$ cat config.mk
export PLATFORM = sky130hd
export DESIGN_NAME = alu_issue_stage
export DESIGN_NICKNAME = d
export VERILOG_FILES = /design/src/rtl/alu_pkg.sv /design/src/rtl/alu_ctrl_decode.sv /design/src/rtl/alu_issue_stage.sv
export SDC_FILE = /design/constraint.sdc
export NUM_CORES = 1
export LEC_CHECK = 0
export ABC_AREA = 1
export BUFFER_PORTS_ARGS = -buffer_cell sky130_fd_sc_hd__buf_2
export CAP_MARGIN = 25
export CORE_UTILIZATION = 45
export CTS_BUF_LIST = sky130_fd_sc_hd__clkbuf_8
export CTS_CLUSTER_SIZE = 24
export DETAILED_ROUTE_END_ITERATION = 8
export PLACE_DENSITY = 0.77
export SYNTH_ARGS = -nofsm -noshare
export SYNTH_HDL_FRONTEND = slang
export SYNTH_HIERARCHICAL = 1
export SYNTH_SLANG_ARGS = --single-unit
$ cat constraint.sdc
create_clock -name clk -period 1.8 [get_ports clk]
set_input_delay 0 -clock clk [delete_from_list [all_inputs] [get_ports clk]]
set_output_delay 0 -clock clk [all_outputs]
set_load 0.01 [all_outputs]
$ cat src/rtl/alu_pkg.sv
// Shared encodings for the ALU issue stage: ALU control codes, opcode/funct
// constants, operand/forward selects and the ID/EX register payload.
package alu_pkg;

  localparam int unsigned XLEN   = 32;
  localparam int unsigned CTRL_W = 3;
  localparam int unsigned SHW    = 5;
  localparam int unsigned IMMW   = 16;

  localparam logic [CTRL_W-1:0] ALU_AND = 3'b000;
  localparam logic [CTRL_W-1:0] ALU_OR  = 3'b001;
  localparam logic [CTRL_W-1:0] ALU_ADD = 3'b010;
  localparam logic [CTRL_W-1:0] ALU_XOR = 3'b011;
  localparam logic [CTRL_W-1:0] ALU_SLL = 3'b100;
  localparam logic [CTRL_W-1:0] ALU_SRL = 3'b101;
  localparam logic [CTRL_W-1:0] ALU_SUB = 3'b110;
  localparam logic [CTRL_W-1:0] ALU_SLT = 3'b111;

  localparam logic [5:0] OP_RTYPE = 6'b000000;
  localparam logic [5:0] OP_LW    = 6'b100011;
  localparam logic [5:0] OP_SW    = 6'b101011;
  localparam logic [5:0] OP_ADDI  = 6'b001000;
  localparam logic [5:0] OP_ADDIU = 6'b001001;
  localparam logic [5:0] OP_ANDI  = 6'b001100;
  localparam logic [5:0] OP_ORI   = 6'b001101;
  localparam logic [5:0] OP_XORI  = 6'b001110;
  localparam logic [5:0] OP_SLTI  = 6'b001010;
  localparam logic [5:0] OP_BEQ   = 6'b000100;
  localparam logic [5:0] OP_BNE   = 6'b000101;

  localparam logic [5:0] F_SLL  = 6'b000000;
  localparam logic [5:0] F_SRL  = 6'b000010;
  localparam logic [5:0] F_SLLV = 6'b000100;
  localparam logic [5:0] F_SRLV = 6'b000110;
  localparam logic [5:0] F_ADD  = 6'b100000;
  localparam logic [5:0] F_ADDU = 6'b100001;
  localparam logic [5:0] F_SUB  = 6'b100010;
  localparam logic [5:0] F_SUBU = 6'b100011;
  localparam logic [5:0] F_AND  = 6'b100100;
  localparam logic [5:0] F_OR   = 6'b100101;
  localparam logic [5:0] F_XOR  = 6'b100110;
  localparam logic [5:0] F_SLT  = 6'b101010;

  typedef enum logic [1:0] {
    ASEL_RS       = 2'b00,
    ASEL_SHAMT    = 2'b01,
    ASEL_RS_SHIFT = 2'b10
  } asel_e;

  typedef enum logic {
    BSEL_RT  = 1'b0,
    BSEL_IMM = 1'b1
  } bsel_e;

  typedef enum logic [1:0] {
    FWD_REG     = 2'b00,
    FWD_RESULTW = 2'b01,
    FWD_ALUOUTM = 2'b10,
    FWD_REG_ALT = 2'b11
  } fwd_e;

  typedef struct packed {
    logic              valid;
    logic [CTRL_W-1:0] ctrl;
    asel_e             asel;
    bsel_e             bsel;
    logic [SHW-1:0]    shamt;
    logic [XLEN-1:0]   rs;
    logic [XLEN-1:0]   rt;
    logic [XLEN-1:0]   imm;
  } idex_t;

  localparam idex_t IDEX_BUBBLE = '{
    valid: 1'b0,
    ctrl:  ALU_ADD,
    asel:  ASEL_RS,
    bsel:  BSEL_RT,
    shamt: '0,
    rs:    '0,
    rt:    '0,
    imm:   '0
  };

endpackage

$ cat src/rtl/alu_ctrl_decode.sv
// Combinational opcode/funct decoder producing ALU control, operand selects,
// immediate-extension mode and the illegal-instruction flag.
module alu_ctrl_decode
  import alu_pkg::*;
(
  input  logic [5:0]        op,
  input  logic [5:0]        funct,
  output logic [CTRL_W-1:0] alu_ctrl,
  output logic [1:0]        asel,
  output logic              bsel,
  output logic              sign_ext,
  output logic              illegal
);

  always_comb begin
    alu_ctrl = ALU_ADD;
    asel     = ASEL_RS;
    bsel     = BSEL_RT;
    sign_ext = 1'b1;
    illegal  = 1'b0;
    case (op)
      OP_RTYPE: begin
        case (funct)
          F_ADD, F_ADDU: alu_ctrl = ALU_ADD;
          F_SUB, F_SUBU: alu_ctrl = ALU_SUB;
          F_AND:         alu_ctrl = ALU_AND;
          F_OR:          alu_ctrl = ALU_OR;
          F_XOR:         alu_ctrl = ALU_XOR;
          F_SLT:         alu_ctrl = ALU_SLT;
          F_SLL: begin
            alu_ctrl = ALU_SLL;
            asel     = ASEL_SHAMT;
          end
          F_SRL: begin
            alu_ctrl = ALU_SRL;
            asel     = ASEL_SHAMT;
          end
          F_SLLV: begin
            alu_ctrl = ALU_SLL;
            asel     = ASEL_RS_SHIFT;
          end
          F_SRLV: begin
            alu_ctrl = ALU_SRL;
            asel     = ASEL_RS_SHIFT;
          end
          default: illegal = 1'b1;
        endcase
      end
      OP_LW, OP_SW, OP_ADDI, OP_ADDIU: begin
        alu_ctrl = ALU_ADD;
        bsel     = BSEL_IMM;
      end
      OP_ANDI: begin
        alu_ctrl = ALU_AND;
        bsel     = BSEL_IMM;
        sign_ext = 1'b0;
      end
      OP_ORI: begin
        alu_ctrl = ALU_OR;
        bsel     = BSEL_IMM;
        sign_ext = 1'b0;
      end
      OP_XORI: begin
        alu_ctrl = ALU_XOR;
        bsel     = BSEL_IMM;
        sign_ext = 1'b0;
      end
      OP_SLTI: begin
        alu_ctrl = ALU_SLT;
        bsel     = BSEL_IMM;
      end
      OP_BEQ, OP_BNE: alu_ctrl = ALU_SUB;
      default: illegal = 1'b1;
    endcase
  end

endmodule

$ cat src/rtl/alu_issue_stage.sv
// ID/EX issue stage: decode, ID/EX register with flush/stall, EX forwarding muxes.
// Optional illegal-instruction counter enabled by ALU_ILLEGAL_CNT_EN.
module alu_issue_stage
  import alu_pkg::*;
#(
  parameter int unsigned WIDTH = 32
) (
  input  logic             clk,
  input  logic             reset,
  input  logic             ValidD,
  input  logic [5:0]       OpD,
  input  logic [5:0]       FunctD,
  input  logic [4:0]       ShamtD,
  input  logic [15:0]      ImmD,
  input  logic [WIDTH-1:0] RD1D,
  input  logic [WIDTH-1:0] RD2D,
  input  logic             StallE,
  input  logic             FlushE,
  input  logic [1:0]       ForwardAE,
  input  logic [1:0]       ForwardBE,
  input  logic [WIDTH-1:0] ResultW,
  input  logic [WIDTH-1:0] ALUOutM,
  output logic             ValidE,
  output logic [2:0]       ALUControlE,
  output logic [WIDTH-1:0] SrcAE,
  output logic [WIDTH-1:0] SrcBE,
  output logic [WIDTH-1:0] WriteDataE,
  output logic             IllegalD
`ifdef ALU_ILLEGAL_CNT_EN
  ,
  output logic [15:0]      IllegalCnt
`endif
);

  logic [CTRL_W-1:0] dec_ctrl;
  logic [1:0]        dec_asel;
  logic              dec_bsel;
  logic              dec_sign_ext;
  logic              dec_illegal;

  idex_t           d_next;
  idex_t           e_q;
  logic [XLEN-1:0] fwd_a;
  logic [XLEN-1:0] fwd_b;

  alu_ctrl_decode u_decode (
    .op       (OpD),
    .funct    (FunctD),
    .alu_ctrl (dec_ctrl),
    .asel     (dec_asel),
    .bsel     (dec_bsel),
    .sign_ext (dec_sign_ext),
    .illegal  (dec_illegal)
  );

  assign IllegalD = ValidD & dec_illegal;

  // Next ID/EX payload; invalid or undecodable instructions become bubbles
  always_comb begin
    d_next = IDEX_BUBBLE;
    if (ValidD && !dec_illegal) begin
      d_next.valid = 1'b1;
      d_next.ctrl  = dec_ctrl;
      d_next.asel  = asel_e'(dec_asel);
      d_next.bsel  = bsel_e'(dec_bsel);
      d_next.shamt = ShamtD;
      d_next.rs    = RD1D;
      d_next.rt    = RD2D;
      d_next.imm   = dec_sign_ext ? {{(XLEN-IMMW){ImmD[IMMW-1]}}, ImmD}
                                  : {{(XLEN-IMMW){1'b0}}, ImmD};
    end
  end

  always_ff @(posedge clk) begin
    if (reset || FlushE) begin
      e_q <= IDEX_BUBBLE;
    end else if (!StallE) begin
      e_q <= d_next;
    end
  end

  // EX-side forwarding on the rs/rt paths; a bubble forces all operands to 0
  always_comb begin
    fwd_a = e_q.rs;
    case (fwd_e'(ForwardAE))
      FWD_RESULTW: fwd_a = ResultW;
      FWD_ALUOUTM: fwd_a = ALUOutM;
      default:     fwd_a = e_q.rs;
    endcase
    fwd_b = e_q.rt;
    case (fwd_e'(ForwardBE))
      FWD_RESULTW: fwd_b = ResultW;
      FWD_ALUOUTM: fwd_b = ALUOutM;
      default:     fwd_b = e_q.rt;
    endcase

    SrcAE      = '0;
    SrcBE      = '0;
    WriteDataE = '0;
    if (e_q.valid) begin
      case (e_q.asel)
        ASEL_SHAMT:    SrcAE = {{(XLEN-SHW){1'b0}}, e_q.shamt};
        ASEL_RS_SHIFT: SrcAE = {{(XLEN-SHW){1'b0}}, fwd_a[SHW-1:0]};
        default:       SrcAE = fwd_a;
      endcase
      SrcBE      = (e_q.bsel == BSEL_IMM) ? e_q.imm : fwd_b;
      WriteDataE = fwd_b;
    end
  end

  assign ValidE      = e_q.valid;
  assign ALUControlE = e_q.ctrl;

`ifdef ALU_ILLEGAL_CNT_EN
  // Saturating count of issued illegal instructions; flushes still count
  always_ff @(posedge clk) begin
    if (reset) begin
      IllegalCnt <= '0;
    end else if (IllegalD && !StallE && (IllegalCnt != 16'hFFFF)) begin
      IllegalCnt <= IllegalCnt + 16'd1;
    end
  end
`endif

endmodule

-- Word-level counts from Yosys, hierarchy flattened
Index checks and enable logic that the tools add are counted.
- $add $sub $neg: 0
- $mul: 0
- div/mod/pow operators: 0
- $lt $le $gt $ge: 0
- equal/unequal tests: 27
- shifts and indexed selects: 0
- multiplexer cells: 16
- bitwise gates (word level): 1
- reduce and logical (&&, ||, !) cells: 15
- operators with widths (operator ; number):
    32-bit one-hot mux with 2 select lines ; 3
    32-bit 2-to-1 mux ; 5
    108-bit 2-to-1 mux ; 1
    6-bit equality test (second input constant) ; 10
    6-bit by 4-bit equality test with 1-bit output (second input constant) ; 6
    6-bit by 3-bit equality test with 1-bit output (second input constant) ; 4
    3-bit one-hot mux with 7 select lines ; 1
    3-bit one-hot mux with 6 select lines ; 1
    6-bit logical NOT ; 2
    12-bit OR reduction ; 1
    2-bit OR reduction ; 6
    10-bit OR reduction ; 1
    8-bit OR reduction ; 1
    2-bit by 1-bit equality test with 1-bit output (second input constant) ; 3
    2-bit equality test (second input constant) ; 3
    6-bit by 2-bit equality test with 1-bit output (second input constant) ; 1
    2-bit one-hot mux with 2 select lines ; 1
    3-bit OR reduction ; 1
    1-bit 2-to-1 mux ; 2
    2-bit 2-to-1 mux ; 1
    1-bit one-hot mux with 2 select lines ; 1
    1-bit AND ; 1
    1-bit logical AND ; 1
    1-bit logical NOT ; 1
    1-bit logical OR ; 1
- bits in registers: 108
- bits in latches: 0
- bits in writable memories: 0
- bits in read-only memories: 0
- input bits: 170
- output and inout port bits: 101
- word-level logic and storage cells: 67
- memories: 0

-- Logic depth before layout (Yosys ltp)
- word-level depth: 7
- gate-level depth with buffers: 13
- mapped depth without buffers: 12

-- Cells and area by module
Netlist, hierarchy kept.
- by module, submodules not included (module ; instances ; cells each ; area an instance (um2) ; seq. area each (um2)):
    alu_issue_stage ; 1 ; 860 ; 5365.1 ; 1861.8
    alu_ctrl_decode ; 1 ; 77 ; 356.6 ; 0.0

-- Worst setup path after synthesis
Ideal clock, no wire load.
- path kind: flip-flop to output port
- start point: register e_q[102] in the netlist's numbering
- end point: output SrcAE[11]
- arrival time: 1303 ps
- data required time: 1800 ps
- slack: 497 ps
- cell stages (with the launch flop): 8
- path buffers: 1
- path through: dfxtp_1 inv_1 ha_1 nand2_1 inv_1 buf_2 o21ai_0 a21oi_1
- cells in the longest elaborated chain, start to end: 3
- elaborated cells between the ends (all ways): 4
- those cells by class: 2 x eq/ne; 2 x mux
- ends and longest elaborated chain (what ; line ; text):
    start, declared ; alu_issue_stage.sv:42 ; idex_t e_q;
    start signal, assigned ; alu_issue_stage.sv:78 ; e_q <= d_next;
    2-bit equality test or 2-bit by 1-bit equality test with 1-bit output (tied branches) ; alu_issue_stage.sv:101 ; case (e_q.asel)
    32-bit one-hot mux with 2 select lines (*) ; alu_issue_stage.sv:101 ;
    32-bit 2-to-1 mux (*) ; alu_issue_stage.sv:100 ; if (e_q.valid) begin
    end, declared ; alu_issue_stage.sv:25 ; output logic [WIDTH-1:0] SrcAE,
Mark *: on every way between the ends. The rest lies on a longest branch, timed or not.

-- Worst setup path after layout
- start point: register e_q[102] in the netlist's numbering
- end point: output SrcAE[10]
Same word-level chain as after synthesis.

==> summary.md <==
| Metric | Value |
|---|---|
| Status | `finished, violations left` |
| Violated checks | `setup timing` |
| Hold Crit Start | `FunctD[5]` |
| Slew HR | `0.463` |
| Origin of the worst setup path | `e_q[102]$_SDFFE_PP0N_` |
| #FFs+latches synth | `93` |
| Worst VDD drop | `0.413 mV` |
| Worst-path clk slew | `0.09 ns` |
| CP Launch Type | `register` |
| Hold Path End | `e_q[103]$_SDFFE_PP0N_` |
| H-tree depth | `3` |
| Cells on worst reg2reg path | `3` |
| Port bufs | `270` |
| Final hold vios | `0` |
| Initial antenna violation count | `2` |
| Vias in the first global route | `7,042` |
| Later-pin clock latency in the skew report | `0.37 ns` |
| Post-route ant nets | `0` |
| Initial DRT Pass Iterations | `6` |
| RSZ-0062 raised after global routing | `true` |
| Synthesized Nets | `1,113` |
| FP Rows | `40` |
| Syn avg cell area | `6.11 um2` |
| Post-synthesis cell area | `5720 um2` |
| Leakage power | `0.00378 uW` |
| Starting Density | `0.469` |
| 1st-iter DRT viols | `659` |
| Most frequent cell after synthesis | `nand2_1` |
| Dominant synthesized flop cell | `dfxtp_1` |
| WP data arrival | `1.81 ns` |
| R2R setup slack | `0.59 ns` |
| Setup Skew | `0 ns` |
| Routed WL | `23.2 mm` |
| EDFF count, synth | `0` |
| Critical path class | `reg2out` |
| Total of fill cells in the finished design | `1,140` |
| Inserted Clock Buffers | `9` |
| Worst r2r dst | `ALUControlE[1]$_SDFFE_PP1N_` |
| Number of cells on the worst hold path | `6` |
| CTS tree | `done` |
| Hold Worst Slack | `0.0741 ns` |
| Post-synthesis compound-gate area fraction | `0.205` |
| Ports | `271` |
| Clk sinks | `93` |
| Total core area | `12,200 um2` |
| GPL Wtd Cong | `0.885` |
| Top post-synthesis cells by area | `dfxtp_1 33%, nand2_1 23%, a21oi_1 16%` |
| Critical path peak fanout | `7` |
| XOR/XNOR Fraction of Synth Area | `0` |
| Max Freq | `0.554 GHz` |
| Slew Viols, Final | `0` |
| Tcrit/Tclk final | `1.00` |
| Max Cap Viol | `0` |
| Cells after Synth | `937` |
| DIE WIDTH | `115 um` |
| Die Area | `13,200 um2` |
| Vias per cell | `5.26` |
| Tightest Pin Transition | `0.804 ns` |
| Share of the synthesized area in the top cell type | `0.325` |
| YS warnings | `6` |
| Worst min path class | `in2reg` |
| Global-route wire length before repair | `34.5 mm` |
| Seq/Total Area, Yosys | `0.325` |
| Endpoints failing setup | `1` |
| Mux contribution to synthesized area | `0` |
| Die Ht | `115 um` |
| Post-synth ARST share | `0` |
| CTS Root Cell | `clkbuf_8` |
| Main combinational cell family by area after synthesis | `simple AND/OR/NAND/NOR gates` |
| Largest net degree at the start of global routing | `93` |
| Power per cell area | `562 nW/um2` |
| Max clock buf depth | `2` |
| Area of the multi-input gates | `3400 um2` |
| Post-DP HPWL | `15.1 mm` |
| Total GRT Usage | `0.341` |
| Synth cell count leaders | `350 x nand2_1, 184 x a21oi_1, 93 x dfxtp_1` |
| Avg WL per Cell | `16.1 um` |
| Vias | `7,581` |
| Post-synthesis simple-gate area fraction | `0.363` |
| PnR worst setup slack | `-0.00543 ns` |
| # DRC | `0` |
| Critical Path RT | `1.80 ns` |
| Total gr overflow | `0` |
| Reg-to-Reg Start | `ALUControlE[1]$_SDFFE_PP1N_` |
| Area Overhead vs Synth | `47.6%` |
| Tmin final | `1.81 ns` |
| Reg area | `1870 um2` |
| Cell variety after synth | `30` |
| Share of cells above drive strength 1 | `0.296` |
| Final Util | `0.691` |
| CP Capture Type | `output pin` |
| Synth area leader | `dfxtp_1` |
| Fin nets | `1,443` |
| Adder-Cell Fraction of Synth Area | `0.0131` |
[per-stage QoR]
stage | power (uW) | setup TNS [ns] | cell area, um2 | worst slack (ns) | std cells
finish | 4740 | -0.00543 | 8440 | -0.00543 | 1442
global placement | 3050 | 0 | 7110 | 0.296 | 1326
floorplan | 2650 | 0 | 5720 | 0.497 | 937
global route | 4940 | -1.06 | 8440 | -0.0801 | 1442
CTS | 4730 | -0.00936 | 8340 | -0.00658 | 1438
detailed placement | 3050 | 0 | 7110 | 0.231 | 1326
[final cells by class]
type	count	area share
clock buffer	9	0.0147
timing repair buffer	388	0.311
multi-input combinational	741	0.402
antenna	2	0.000593
clock inverter	7	0.00978
tap	168	0.0249
inverter	34	0.0163
sequential	93	0.221
[kinds of logic (layout without fill, tap and decap cells)]
| logic type | after synthesis | after routing |
|---|---|---|
| compound gates | 232 | 232 |
| fa+ha+maj | 6 | 6 |
| buf+inv | 103 | 438 |
| flops | 93 | 93 |
| other cells | 0 | 2 |
| simple gates | 503 | 503 |
[placed cells by master, fill, tap and decap left out, drive strengths merged]
cell type | synthesis | final
bufinv | 0 | 2
inv | 33 | 34
o21a | 1 | 1
ha | 6 | 6
o211ai | 1 | 1
nor3 | 2 | 2
nand3 | 52 | 52
or2 | 32 | 32
diode | 0 | 2
nor2 | 61 | 61
clkbuf | 17 | 10
and3 | 1 | 1
nand4 | 3 | 3
o21bai | 1 | 1
o21ai | 44 | 44
clkinv | 1 | 5
dlygate4sd3 | 0 | 92
buf | 52 | 295
o22ai | 1 | 1
dfxtp | 93 | 93
nand2 | 352 | 352
a21oi | 184 | 184
[timing repair]
item	in CTS	in global routing
pin swaps	0	1
buffers inserted	2	1
cloned	2	1
hold buffers	92	0
setup endpoints to repair	52	41
endpoints found under the hold margin	89	0
resized for setup	16	30
[critical path, stage by stage, from the launching register on]
cell and delay [ns]:
dfxtp_2 0.35, inv_2 0.04, ha_4 0.28, nand2_4 0.06
clkinv_4 0.09, buf_12 0.12, buf_16 0.13, o21ai_1 0.06
a21oi_1 0.14, buf_2 0.15
[power breakdown]
group / total, uW / leakage, uW / internal (uW) / switching (uW)
logic: 1120 / 0.00291 / 500 / 622
clock network: 1540 / 0.000115 / 767 / 778
registers: 2080 / 0.000751 / 2070 / 7.37
[per-layer routing]
metal / track usage / wire (um)
met1: 0.416 / 9300
met2: 0.570 / 10800
met3: 0.0564 / 2000
met4: 0.197 / 1050
met5: 0 / 0
[flip-flops by register name (all words and copies together), names as in the netlist]
| name | cells |
|---|---|
| ALUControlE | 3 |
| e_q | 89 |
| ValidE | 1 |
[worst max path at each step]
stage	endpoint
2_1_floorplan	SrcAE[11]
3_3_place_gp	e_q[78]$_SDFFE_PP0N_
3_5_place_dp	e_q[49]$_SDFFE_PP0N_
4_1_cts	SrcAE[9]
5_1_grt	SrcAE[10]
6_report	SrcAE[10]
Power figures use the tool's default switching activity.
